--- src/rtl/uart_tx_datapath_if.sv ---
// UART TX datapath bundle: FSM/upstream side drives through master,
// the bit-level datapath sits on slave.
interface uart_tx_datapath_if #(
    parameter int WIDTH = 8
);
    logic [WIDTH-1:0] P_DATA;
    logic             DATA_VALID;
    logic             PAR_EN;
    logic             PAR_TYP;
    logic             serializer_load;
    logic [2:0]       sel_line;
    logic [3:0]       counter;
    logic             SRL_done;
    logic             TX_OUT;
    logic             tx_busy;

    modport master (
        output P_DATA,
        output DATA_VALID,
        output PAR_EN,
        output PAR_TYP,
        output serializer_load,
        output sel_line,
        input  counter,
        input  SRL_done,
        input  TX_OUT,
        input  tx_busy
    );

    modport slave (
        input  P_DATA,
        input  DATA_VALID,
        input  PAR_EN,
        input  PAR_TYP,
        input  serializer_load,
        input  sel_line,
        output counter,
        output SRL_done,
        output TX_OUT,
        output tx_busy
    );
endinterface

--- src/rtl/uart_tx_datapath.sv ---
// UART TX bit datapath: byte capture, parity, LSB-first shifter and a
// registered line mux steered by the TX control FSM.
module uart_tx_datapath #(
    parameter int WIDTH     = 8,
    parameter int SEL_IDLE  = 0,
    parameter int SEL_START = 1,
    parameter int SEL_STP   = 2,
    parameter int SEL_SRL   = 3,
    parameter int SEL_PAR   = 4
) (
    input  logic                clk,
    input  logic                rst,
    uart_tx_datapath_if.slave   bus
);
    localparam logic [3:0] CNT_MAX = 4'(WIDTH);
    localparam logic [2:0] S_IDLE  = 3'(SEL_IDLE);
    localparam logic [2:0] S_START = 3'(SEL_START);
    localparam logic [2:0] S_STP   = 3'(SEL_STP);
    localparam logic [2:0] S_SRL   = 3'(SEL_SRL);
    localparam logic [2:0] S_PAR   = 3'(SEL_PAR);

    logic [WIDTH-1:0] shreg_q, shreg_d;
    logic             par_bit_q, par_bit_d;
    logic [3:0]       counter_q, counter_d;
    logic             srl_done_q, srl_done_d;
    logic             tx_out_q, tx_out_d;
    logic             tx_busy_q, tx_busy_d;

    logic sel_idle, sel_start, sel_stp, sel_srl, sel_par;
    logic load;

    // Parity enable only matters to the FSM's sequencing.
    logic unused_par_en;
    assign unused_par_en = bus.PAR_EN;

    assign sel_idle  = (bus.sel_line == S_IDLE);
    assign sel_start = (bus.sel_line == S_START);
    assign sel_stp   = (bus.sel_line == S_STP);
    assign sel_srl   = (bus.sel_line == S_SRL);
    assign sel_par   = (bus.sel_line == S_PAR);

    assign load = bus.serializer_load && bus.DATA_VALID;

    always_comb begin
        shreg_d    = shreg_q;
        par_bit_d  = par_bit_q;
        counter_d  = counter_q;
        srl_done_d = srl_done_q;
        // A load strobe owns the frame state even without valid data.
        if (bus.serializer_load) begin
            if (load) begin
                shreg_d    = bus.P_DATA;
                par_bit_d  = bus.PAR_TYP ? ~^bus.P_DATA : ^bus.P_DATA;
                counter_d  = 4'd0;
                srl_done_d = 1'b0;
            end
        end else if (sel_start) begin
            counter_d = 4'd1;
        end else if (sel_srl) begin
            if (counter_q < CNT_MAX) begin
                shreg_d   = shreg_q >> 1;
                counter_d = counter_q + 4'd1;
            end else begin
                srl_done_d = 1'b1;
            end
        end
    end

    always_comb begin
        tx_out_d  = 1'b1;
        tx_busy_d = 1'b0;
        unique case (1'b1)
            sel_start: begin
                tx_out_d  = 1'b0;
                tx_busy_d = 1'b1;
            end
            sel_srl: begin
                tx_out_d  = shreg_q[0];
                tx_busy_d = 1'b1;
            end
            sel_par: begin
                tx_out_d  = par_bit_q;
                tx_busy_d = 1'b1;
            end
            sel_idle, sel_stp: begin
                tx_out_d  = 1'b1;
                tx_busy_d = 1'b0;
            end
            default: begin
                tx_out_d  = 1'b1;
                tx_busy_d = 1'b0;
            end
        endcase
    end

    always_ff @(posedge clk or posedge rst) begin
        if (rst) begin
            shreg_q    <= '0;
            par_bit_q  <= 1'b0;
            counter_q  <= 4'd0;
            srl_done_q <= 1'b0;
            tx_out_q   <= 1'b1;
            tx_busy_q  <= 1'b0;
        end else begin
            shreg_q    <= shreg_d;
            par_bit_q  <= par_bit_d;
            counter_q  <= counter_d;
            srl_done_q <= srl_done_d;
            tx_out_q   <= tx_out_d;
            tx_busy_q  <= tx_busy_d;
        end
    end

    assign bus.counter  = counter_q;
    assign bus.SRL_done = srl_done_q;
    assign bus.TX_OUT   = tx_out_q;
    assign bus.tx_busy  = tx_busy_q;
endmodule

--- src/flat_wrapper.sv ---
// flat-port wrapper written by rule: the top's interface ports become plain ports
module uart_tx_datapath_flat 
#(
    parameter int WIDTH     = 8,
    parameter int SEL_IDLE  = 0,
    parameter int SEL_START = 1,
    parameter int SEL_STP   = 2,
    parameter int SEL_SRL   = 3,
    parameter int SEL_PAR   = 4
)
  (clk, rst, bus_P_DATA, bus_DATA_VALID, bus_PAR_EN, bus_PAR_TYP, bus_serializer_load, bus_sel_line, bus_counter, bus_SRL_done, bus_TX_OUT, bus_tx_busy);
  uart_tx_datapath_if #(.WIDTH(WIDTH)) bus_i ();
  input  logic clk;
  input  logic rst;
  input wire logic [$bits(bus_i.P_DATA)-1:0] bus_P_DATA;
  input wire logic [$bits(bus_i.DATA_VALID)-1:0] bus_DATA_VALID;
  input wire logic [$bits(bus_i.PAR_EN)-1:0] bus_PAR_EN;
  input wire logic [$bits(bus_i.PAR_TYP)-1:0] bus_PAR_TYP;
  input wire logic [$bits(bus_i.serializer_load)-1:0] bus_serializer_load;
  input wire logic [$bits(bus_i.sel_line)-1:0] bus_sel_line;
  output wire logic [$bits(bus_i.counter)-1:0] bus_counter;
  output wire logic [$bits(bus_i.SRL_done)-1:0] bus_SRL_done;
  output wire logic [$bits(bus_i.TX_OUT)-1:0] bus_TX_OUT;
  output wire logic [$bits(bus_i.tx_busy)-1:0] bus_tx_busy;
  assign bus_i.P_DATA = bus_P_DATA;
  assign bus_i.DATA_VALID = bus_DATA_VALID;
  assign bus_i.PAR_EN = bus_PAR_EN;
  assign bus_i.PAR_TYP = bus_PAR_TYP;
  assign bus_i.serializer_load = bus_serializer_load;
  assign bus_i.sel_line = bus_sel_line;
  assign bus_counter = bus_i.counter;
  assign bus_SRL_done = bus_i.SRL_done;
  assign bus_TX_OUT = bus_i.TX_OUT;
  assign bus_tx_busy = bus_i.tx_busy;
  uart_tx_datapath #(.WIDTH(WIDTH), .SEL_IDLE(SEL_IDLE), .SEL_START(SEL_START), .SEL_STP(SEL_STP), .SEL_SRL(SEL_SRL), .SEL_PAR(SEL_PAR)) u_core (.clk(clk), .rst(rst), .bus(bus_i));
endmodule
--- config.mk ---
export PLATFORM = sky130hd
export DESIGN_NAME = uart_tx_datapath_flat
export DESIGN_NICKNAME = d
export VERILOG_FILES = /design/src/rtl/uart_tx_datapath_if.sv /design/src/rtl/uart_tx_datapath.sv /design/src/flat_wrapper.sv
export SDC_FILE = /design/constraint.sdc
export NUM_CORES = 1
export LEC_CHECK = 0
export CAP_MARGIN = 20
export CELL_PAD_IN_SITES_DETAIL_PLACEMENT = 0
export CELL_PAD_IN_SITES_GLOBAL_PLACEMENT = 1
export CORE_MARGIN = 3
export CORE_UTILIZATION = 37
export CTS_CLUSTER_DIAMETER = 60
export CTS_CLUSTER_SIZE = 20
export DETAILED_ROUTE_END_ITERATION = 6
export PLACE_DENSITY = 0.84
export SYNTH_ARGS = -nofsm -noshare
export SYNTH_HDL_FRONTEND = slang
export SYNTH_SLANG_ARGS = --single-unit
--- constraint.sdc ---
create_clock -name clk -period 2.13 [get_ports clk]
set_input_delay 0.3195 -clock clk [delete_from_list [all_inputs] [get_ports clk]]
set_output_delay 0.3195 -clock clk [all_outputs]
set_load 0.005 [all_outputs]
==> impl_metrics.env, run 1 <==
export IMPL_antenna_cells_inserted=0
export IMPL_critPathLaunchType="flip-flop"
export IMPL_detailedPlacementHpwl_um=1250
export IMPL_chipWidth_um=53.8
export IMPL_num_vias=668
export IMPL_postSynthNetCount=105
export IMPL_result_of_the_run="finished clean"
export IMPL_nets=132
export IMPL_drv_cap=0
export IMPL_setup_repair_after_global_routing_missed_its_margin="no"
export IMPL_drt_iter0_drc=10
export IMPL_cp_buffers_inverters=1
export IMPL_vias_per_cell=4.77
export IMPL_clock_skew_final_ps=1.17
export IMPL_worst_setup_path_end_kind="primary output"
export IMPL_power_mw=0.757
export IMPL_antenna_violating_nets_post_route=0
export IMPL_timing_final_ws_setup_ps=516
export IMPL_hold_path_class="primary input to async pin"
export IMPL_sequential_cell_area_um2=402
export IMPL_hold_viol=0
export IMPL_ctsHoldBuffers=0
export IMPL_cts_buffers_inserted=3
export IMPL_postRouteWirelength_um=1580
export IMPL_setup_total_negative_slack_ps=0
export IMPL_synthesis_area_per_instance_um2=9.71
export IMPL_max_stage_delay_on_crit_path_ps=550
export IMPL_number_of_antenna_violations_at_the_first_check_in_global_routing=0
export IMPL_post_dp_cell_area_um2=1100
export IMPL_synth_largest_area_cell="dfrtp_1"
export IMPL_final_weighted_congestion_of_routability_driven_global_placement=0.703
export IMPL_pre_cts_slack_ps=251
export IMPL_largest_net_degree_at_the_start_of_global_routing=17
export IMPL_area_growth_synth_to_final_pct=34.5
export IMPL_setup_worst_path_class="flip-flop to primary output"
export IMPL_cts_clk_slew_worst_paths_ps=90
export IMPL_route_detailed_drc=0
export IMPL_synth_top_cells_by_area="dfrtp_1 44%, mux2i_1 8.3%, o21ai_0 7.7%"
export IMPL_max_freq_mhz=620
export IMPL_routed_wirelength_normalized_by_instance_count_um=11.3
export IMPL_power_density_nw_per_um2=666
export IMPL_slew_headroom=0.596
export IMPL_synthesis_yosys_warnings=0
export IMPL_die_h_um=53.8
export IMPL_synth_cell_type_count=23
export IMPL_globalRoute_totalOverflow=0
export IMPL_firstDrtPassIters=4
export IMPL_fin_crit_ps=1610
export IMPL_via_count_of_the_first_global_routing_pass=645
export IMPL_synth_seq_cells=16
export IMPL_globalRouteTotalUtil=0.134
export IMPL_io_pins=24
export IMPL_final_design_area_no_fill_um2=1140
export IMPL_insertion_delay_ps=280
export IMPL_timing_worst_slew_pin_value_ps=605
export IMPL_utilization=0.551
export IMPL_timing_max_transition_violations_final=0
export IMPL_multi_input_comb_area_um2=395
export IMPL_postSynthCellCount=87
export IMPL_timing_critical_path_required_ps=1810
export IMPL_fillerInstances=190
export IMPL_syn_area_um2=845
export IMPL_cts_root_buffer_cell="clkbuf_4"
export IMPL_cp_data_arrival_time_ps=1290
export IMPL_grt_pass1_wl_um=2750
export IMPL_io_buffer_count=22
export IMPL_power_static_leakage_nw=0.502
export IMPL_die_area_um2=2890
export IMPL_vdd_drop_max_mv=0.378
export IMPL_cp_slowest_cell="clkdlybuf4s50_1"
export IMPL_layout_drive_gt1_share=0.0796
export IMPL_cts_path_max_buffers=2
export IMPL_worstPathMaxFanout=7
export IMPL_numClockSinks=16
export IMPL_ctsResizeCount=0
export IMPL_cts_htree_levels=1
export IMPL_initial_core_util=0.410
export IMPL_core_um2=2060
export IMPL_postCtsSetupRepairBufs=0
export IMPL_layout_worst_path_cycle_share=0.758
export IMPL_clock_tree_from_tritoncts="built"
export IMPL_series_of_cell_instances_along_the_critical_path="clkdlybuf4s50_1"
export IMPL_setup_viol=0
export IMPL_synth_top_area_frac=0.444
export IMPL_post_synthesis_sequential_area_ratio=0.476
export IMPL_rows=16
export IMPL_cp_top_family="buffers and inverters"
-- kinds of logic (layout without fill, tap and decap cells) --
| kind of cell | Yosys count | after routing | share of synthesized area |
|---|---|---|---|
| simple gates | 21 | 21 | 0.104 |
| mux | 7 | 7 | 0.0830 |
| fa+ha+maj | 1 | 1 | 0.0148 |
| flops | 16 | 16 | 0.476 |
| buf+inv | 10 | 36 | 0.0563 |
| xor+xnor | 7 | 7 | 0.0889 |
| compound gates | 25 | 25 | 0.178 |
-- per-layer routing --
layer / global-route usage / share of wire / vias up
met1: 0.169 / 0.49 / 303
met4: 0.0723 / 0.0044 / 0
met2: 0.206 / 0.46 / 13
li1: - / - / 350
met3: 0.0360 / 0.045 / 2
met5: 0 / 0 / -
-- cell usage in the layout, fill, tap and decap left out --
cell / count
a31oi_1: 1
a32o_1: 1
inv_1: 7
dfstp_2: 1
a21oi_1: 5
mux2i_1: 7
a32oi_2: 1
buf_4: 3
nor2_1: 3
a21boi_1: 1
xnor3_1: 1
nand2b_1: 1
xor2_1: 2
nand3_1: 3
nor2b_1: 1
ha_1: 1
xnor2_1: 4
clkbuf_8: 1
clkdlybuf4s50_1: 22
o22ai_1: 2
o21a_1: 1
o21ai_0: 13
dfrtp_1: 15
nand2_1: 13
clkbuf_4: 3
-- cell type report --
class	count	area share
sequential	16	0.354
multi-input combinational	61	0.348
timing repair buffer	25	0.214
clock buffer	4	0.0319
tap	27	0.0297
inverter	7	0.0231
-- power breakdown --
part           switching (mW)  total [mW]  internal, mW
Sequential             0.0281       0.380         0.352
Combinational          0.0757       0.180         0.105
Clock                  0.0927       0.197         0.104
-- registers in the layout (all words and copies together) (netlist names) --
signal / cells
u_core.shreg_q: 8
u_core.par_bit_q: 1
u_core.bus.TX_OUT: 1
u_core.bus.tx_busy: 1
u_core.bus.counter: 4
u_core.bus.SRL_done: 1
-- cell usage after synthesis, drive strengths merged --
cell type	number
a21boi	1
a21oi	5
a31oi	1
a32o	1
a32oi	1
buf	3
dfrtp	15
dfstp	1
ha	1
inv	7
mux2i	7
nand2	13
nand2b	1
nand3	3
nor2	3
nor2b	1
o21a	1
o21ai	13
o22ai	2
xnor2	4
xnor3	1
xor2	2
-- stage by stage --
| stage | cells | hold WS [ps] |
|---|---|---|
| after CTS | 140 | 419 |
| after global routing | 140 | 458 |
| after floorplan | 87 | 233 |
| after detailed placement | 136 | 472 |
| after global placement | 136 | 463 |
| final | 140 | 400 |
-- path summary, 6_finish.rpt --
| check | from | endpoint | slack, ps | cells past startpoint |
|---|---|---|---|---|
| max | u_core.bus.counter[0] | bus_counter[0] | 520 | 1 |
| min | rst | u_core.bus.counter[2] | 400 | 2 |
| max reg2reg | u_core.bus.counter[3] | u_core.shreg_q[4] | 850 | 4 |
| min reg2reg | u_core.shreg_q[5] | u_core.shreg_q[5] | 490 | 2 |
| max in group asynchronous | rst | u_core.bus.counter[3] | 1340 | 2 |
| min in group clk | u_core.shreg_q[5] | u_core.shreg_q[5] | 490 | 2 |
Power figures use the tool's default switching activity.
==> run 2: changes to the inputs <==
--- a/config.mk
+++ b/config.mk
@@ -9,11 +9,11 @@
 export CELL_PAD_IN_SITES_DETAIL_PLACEMENT = 0
 export CELL_PAD_IN_SITES_GLOBAL_PLACEMENT = 1
 export CORE_MARGIN = 3
-export CORE_UTILIZATION = 37
+export CORE_UTILIZATION = 34
 export CTS_CLUSTER_DIAMETER = 60
 export CTS_CLUSTER_SIZE = 20
 export DETAILED_ROUTE_END_ITERATION = 6
-export PLACE_DENSITY = 0.84
+export PLACE_DENSITY = 0.78
 export SYNTH_ARGS = -nofsm -noshare
 export SYNTH_HDL_FRONTEND = slang
 export SYNTH_SLANG_ARGS = --single-unit
==> constraint.sdc (replaced) <==
create_clock -name clk -period 1.65 [get_ports clk]
set_input_delay 0.2475 -clock clk [delete_from_list [all_inputs] [get_ports clk]]
set_output_delay 0.2475 -clock clk [all_outputs]
set_load 0.005 [all_outputs]
==> run 2 against run 1 <==
Sequential cell count unchanged. Global-route usage decreased by 1.8 points. Non-clock buffer count increased by 7. Setup slack got worse by 400 ps. Combinational power increased by 36%. Sequential share of layout area decreased by 1.6 points. Clock-buffer cell count unchanged. Worst hold slack got worse by 130 ps. Utilization decreased by 2.8 points. Largest power group unchanged.
==> impl_metrics.env, run 2 (synthesis results as in run 1) <==
export IMPL_layout_worst_path_cycle_share=0.931
export IMPL_post_route_non_filler_standard_cell_count=148
export IMPL_routed_wirelength_normalized_by_instance_count_um=10.9
export IMPL_timing_final_ws_setup_ps=113
export IMPL_slew_headroom=0.769
export IMPL_io_buffer_count=22
export IMPL_regToRegStartpoint="u_core.bus.counter[3]"
export IMPL_detailedPlacementHpwl_um=1290
export IMPL_cts_htree_levels=1
export IMPL_drt_iter0_drc=4
export IMPL_drv_cap=0
export IMPL_setup_repair_after_global_routing_missed_its_margin="no"
export IMPL_num_vias=705
export IMPL_rows=17
export IMPL_timing_critical_path_required_ps=1400
export IMPL_cp_top_family="flip-flops"
export IMPL_clock_tree_from_tritoncts="built"
export IMPL_ctsResizeCount=0
export IMPL_power_static_leakage_nw=0.536
export IMPL_firstDrtPassIters=4
export IMPL_route_detailed_drc=0
export IMPL_power_density_nw_per_um2=833
export IMPL_max_stage_delay_on_crit_path_ps=520
export IMPL_area_growth_synth_to_final_pct=40.9
export IMPL_postCtsSetupRepairBufs=0
export IMPL_post_dp_cell_area_um2=1150
export IMPL_cts_clk_slew_worst_paths_ps=90
export IMPL_antenna_violating_nets_post_route=0
export IMPL_insertion_delay_ps=280
export IMPL_die_area_um2=3120
export IMPL_hold_viol=0
export IMPL_initial_core_util=0.371
export IMPL_pre_cts_slack_ps=-51.6
export IMPL_final_design_area_no_fill_um2=1190
export IMPL_numClockSinks=16
export IMPL_io_pins=24
export IMPL_timing_hold_ws_ps=268
export IMPL_number_of_antenna_violations_at_the_first_check_in_global_routing=0
export IMPL_dpl_cell_count=144
export IMPL_timing_worst_slew_pin_value_ps=345
export IMPL_fin_crit_ps=1540
export IMPL_die_h_um=55.8
export IMPL_leading_cell_types_in_the_layout_fill_and_taps_excluded="22 x clkdlybuf4s50_1, 15 x dfrtp_1, 13 x nand2_1, 13 x o21ai_0, 10 x buf_4"
export IMPL_setup_viol=0
export IMPL_worst_setup_path_end_kind="primary output"
export IMPL_globalRoute_totalOverflow=0
export IMPL_critPathLaunch="u_core.bus.TX_OUT"
export IMPL_globalRouteTotalUtil=0.116
export IMPL_result_of_the_run="finished clean"
export IMPL_nets=139
export IMPL_cts_path_max_buffers=2
export IMPL_layout_drive_gt1_share=0.133
export IMPL_core_um2=2280
export IMPL_timing_max_transition_violations_final=0
export IMPL_cts_buffers_inserted=3
export IMPL_postRouteWirelength_um=1610
export IMPL_vdd_drop_max_mv=0.438
export IMPL_cts_root_buffer_cell="clkbuf_4"
export IMPL_critPathLaunchType="flip-flop"
export IMPL_hold_path_class="primary input to async pin"
export IMPL_antenna_cells_inserted=0
export IMPL_cp_data_arrival_time_ps=1290
export IMPL_setup_worst_path_class="flip-flop to primary output"
export IMPL_largest_net_degree_at_the_start_of_global_routing=17
export IMPL_via_count_of_the_first_global_routing_pass=689
export IMPL_ctsHoldBuffers=0
export IMPL_final_weighted_congestion_of_routability_driven_global_placement=0.683
export IMPL_timing_reg2reg_setup_slack_ps=450
export IMPL_largest_register="u_core.shreg_q"
export IMPL_vias_per_cell=4.76
export IMPL_chipWidth_um=55.8
export IMPL_grt_pass1_wl_um=2930
export IMPL_series_of_cell_instances_along_the_critical_path="clkdlybuf4s50_1"
export IMPL_largest_register_ff_count=8
export IMPL_max_freq_mhz=651
export IMPL_worstPathMaxFanout=1
export IMPL_cp_slowest_cell="dfstp_2"
export IMPL_clock_skew_final_ps=2.11
export IMPL_most_common_cell_after_layout_fill_and_taps_aside="clkdlybuf4s50_1"
export IMPL_cp_buffers_inverters=1
## run 2: cell type report
cell class / instances / area, um2
flip-flops and latches: 16 / 402
inverters: 7 / 26.3
fillers: 221 / 1090
well taps: 28 / 35.0
clock buffers: 4 / 36.3
multi-input cells: 61 / 395
repair buffers: 32 / 295
## run 2: worst paths after layout
path                       depth (start not counted)                    end
hold / removal                                     3      u_core.shreg_q[4]
setup reg to reg                                   4  u_core.bus.counter[3]
setup / recovery                                   1             bus_TX_OUT
max in group asynchronous                          3      u_core.bus.TX_OUT
hold reg to reg                                    2      u_core.shreg_q[2]
min in group clk                                   2      u_core.shreg_q[2]
## run 2: per-layer routing
metal | track usage | share of wire | vias to the layer above | wire, um
met5 | 0 | 0 | - | 0
met4 | 0.0407 | 0 | 0 | 0
met3 | 0.0255 | 0.070 | 0 | 113
met2 | 0.174 | 0.44 | 22 | 716
met1 | 0.163 | 0.48 | 321 | 779
li1 | - | - | 362 | -
## run 2: report_power, final
part	switching [mW]	internal [mW]	total, mW
Combinational	0.0983	0.145	0.244
Sequential	0.0370	0.454	0.491
Clock	0.122	0.134	0.256
## run 2: through the flow
stage	TNS, ps	util	total power [mW]
after detailed placement	-152	0.507	0.748
after global placement	-68.7	0.507	0.741
after global routing	0	0.523	1.06
after floorplan	0	-	0.625
after CTS	0	0.523	1.01
final	0	0.523	0.991
==> run 3: changes to the inputs <==
==> constraint.sdc (replaced) <==
create_clock -name clk -period 1.75 [get_ports clk]
set_input_delay 0.2625 -clock clk [delete_from_list [all_inputs] [get_ports clk]]
set_output_delay 0.2625 -clock clk [all_outputs]
set_load 0.005 [all_outputs]
==> run 3 against run 2 <==
Sequential power decreased by 5.9%. Global-route usage increased by 0.50 points. Clock skew decreased by 1.1 ps. Critical endpoint unchanged. Largest cell class unchanged.
==> impl_metrics.env, run 3 (synthesis results as in run 1) <==
export IMPL_largest_register="u_core.shreg_q"
export IMPL_die_h_um=55.8
export IMPL_power_mw=0.927
export IMPL_post_dp_cell_area_um2=1130
export IMPL_clock_skew_final_ps=1.01
export IMPL_cts_htree_levels=1
export IMPL_pre_cts_slack_ps=-84.4
export IMPL_number_of_antenna_violations_at_the_first_check_in_global_routing=0
export IMPL_firstDrtPassIters=4
export IMPL_switching_power_mw=0.240
export IMPL_setup_worst_path_class="flip-flop to primary output"
export IMPL_power_density_nw_per_um2=794
export IMPL_globalRouteTotalUtil=0.121
export IMPL_die_area_um2=3120
export IMPL_io_pins=24
export IMPL_cp_buffers_inverters=1
export IMPL_critPathLaunch="u_core.bus.TX_OUT"
export IMPL_regToRegStartpoint="u_core.bus.counter[3]"
export IMPL_area_growth_synth_to_final_pct=38.2
export IMPL_grt_pass1_wl_um=2990
export IMPL_ctsHoldBuffers=0
export IMPL_cts_root_buffer_cell="clkbuf_4"
export IMPL_vias_per_cell=4.88
export IMPL_largest_net_degree_at_the_start_of_global_routing=17
export IMPL_timing_final_ws_setup_ps=201
export IMPL_route_detailed_drc=0
export IMPL_p_seq_frac=0.499
export IMPL_numClockSinks=16
export IMPL_final_design_area_no_fill_um2=1170
export IMPL_hold_path_class="primary input to async pin"
export IMPL_power_internal_mw=0.687
export IMPL_max_stage_delay_on_crit_path_ps=520
export IMPL_antenna_violating_nets_post_route=0
export IMPL_cts_clk_slew_worst_paths_ps=90
export IMPL_cp_slowest_cell="dfstp_2"
export IMPL_max_freq_mhz=646
export IMPL_timing_max_transition_violations_final=0
export IMPL_clock_tree_from_tritoncts="built"
export IMPL_insertion_delay_ps=280
export IMPL_timing_worst_slew_pin_value_ps=676
export IMPL_power_share_switching=0.259
export IMPL_most_common_cell_after_layout_fill_and_taps_aside="clkdlybuf4s50_1"
export IMPL_core_um2=2280
export IMPL_power_static_leakage_nw=0.522
export IMPL_final_weighted_congestion_of_routability_driven_global_placement=0.714
export IMPL_cts_buffers_inserted=3
export IMPL_via_count_of_the_first_global_routing_pass=716
export IMPL_share_comb_of_total_power=0.243
export IMPL_chipWidth_um=55.8
export IMPL_num_vias=707
export IMPL_ctsResizeCount=0
export IMPL_cp_data_arrival_time_ps=1290
export IMPL_postRouteWirelength_um=1670
export IMPL_post_route_non_filler_standard_cell_count=145
export IMPL_worst_setup_path_end_kind="primary output"
export IMPL_layout_worst_path_cycle_share=0.885
export IMPL_cp_top_family="flip-flops"
export IMPL_fin_crit_ps=1550
export IMPL_initial_core_util=0.371
export IMPL_worstPathMaxFanout=1
export IMPL_slew_headroom=0.550
export IMPL_globalRoute_totalOverflow=0
export IMPL_cts_path_max_buffers=2
export IMPL_largest_register_ff_count=8
export IMPL_drv_cap=0
export IMPL_result_of_the_run="finished clean"
export IMPL_critPathLaunchType="flip-flop"
export IMPL_dpl_cell_count=141
export IMPL_leading_cell_types_in_the_layout_fill_and_taps_excluded="22 x clkdlybuf4s50_1, 15 x dfrtp_1, 13 x nand2_1, 13 x o21ai_0"
export IMPL_setup_repair_after_global_routing_missed_its_margin="no"
export IMPL_nets=136
export IMPL_detailedPlacementHpwl_um=1320
export IMPL_rows=17
export IMPL_layout_drive_gt1_share=0.111
export IMPL_routed_wirelength_normalized_by_instance_count_um=11.5
export IMPL_series_of_cell_instances_along_the_critical_path="clkdlybuf4s50_1"
export IMPL_timing_critical_path_required_ps=1490
export IMPL_setup_viol=0
export IMPL_hold_viol=0
export IMPL_antenna_cells_inserted=0
export IMPL_drt_iter0_drc=5
export IMPL_postCtsSetupRepairBufs=0
export IMPL_clockPowerShare=0.258
export IMPL_vdd_drop_max_mv=0.376
export IMPL_io_buffer_count=22
[run 3: cell types whose count changed in the layout (fill, tap and decap cells not counted)]
| cell | before | now |
|---|---|---|
| buf_4 | 10 | 7 |
[run 3: power groups by stage]
| stage | clock network [mW] | logic [mW] | registers (mW) |
|---|---|---|---|
| 4_1_cts | 0.255 | 0.230 | 0.463 |
| 3_3_place_gp | 0 | 0.224 | 0.468 |
| 6_report | 0.239 | 0.225 | 0.462 |
| 2_1_floorplan | 0 | 0.125 | 0.464 |
| 3_5_place_dp | 0 | 0.231 | 0.470 |
| 5_1_grt | 0.270 | 0.254 | 0.469 |
[run 3: path summary, 6_finish.rpt]
check,end,slack [ps],depth (start not counted)
worst max-delay path,bus_TX_OUT,200,1
worst min-delay path,u_core.shreg_q[4],270,3
worst max register to register,u_core.shreg_q[3],280,3
worst min register to register,u_core.shreg_q[0],490,2
max in group asynchronous,u_core.bus.TX_OUT,1230,3
min in group clk,u_core.shreg_q[0],490,2
[run 3: final cells by class]
cell class                 instances  area, um2
fill                             225       1110
clock buffer                       4       36.3
tap                               28       35.0
inverter                           7       26.3
multi-input combinational         61        395
timing repair buffer              29        273
sequential                        16        402
[run 3: per-stage QoR]
step / hold slack [ps] / TNS (ps) / util
2_1_floorplan: 176 / 0 / -
3_3_place_gp: 465 / -198 / 0.497
3_5_place_dp: 475 / -549 / 0.497
4_1_cts: 266 / 0 / 0.513
5_1_grt: 275 / 0 / 0.513
6_report: 268 / 0 / 0.513
[run 3: tightest hold or removal path, cell delays in order]
cell	delay (ps)
clkdlybuf4s50_1	390
inv_1	50
buf_4	220
[run 3: routing by layer]
layer	vias up	share of wire	track usage
met2	24	0.44	0.209
met4	0	0.015	0.0610
met5	-	0	0
met1	318	0.46	0.136
li1	361	-	-
met3	4	0.083	0.0302
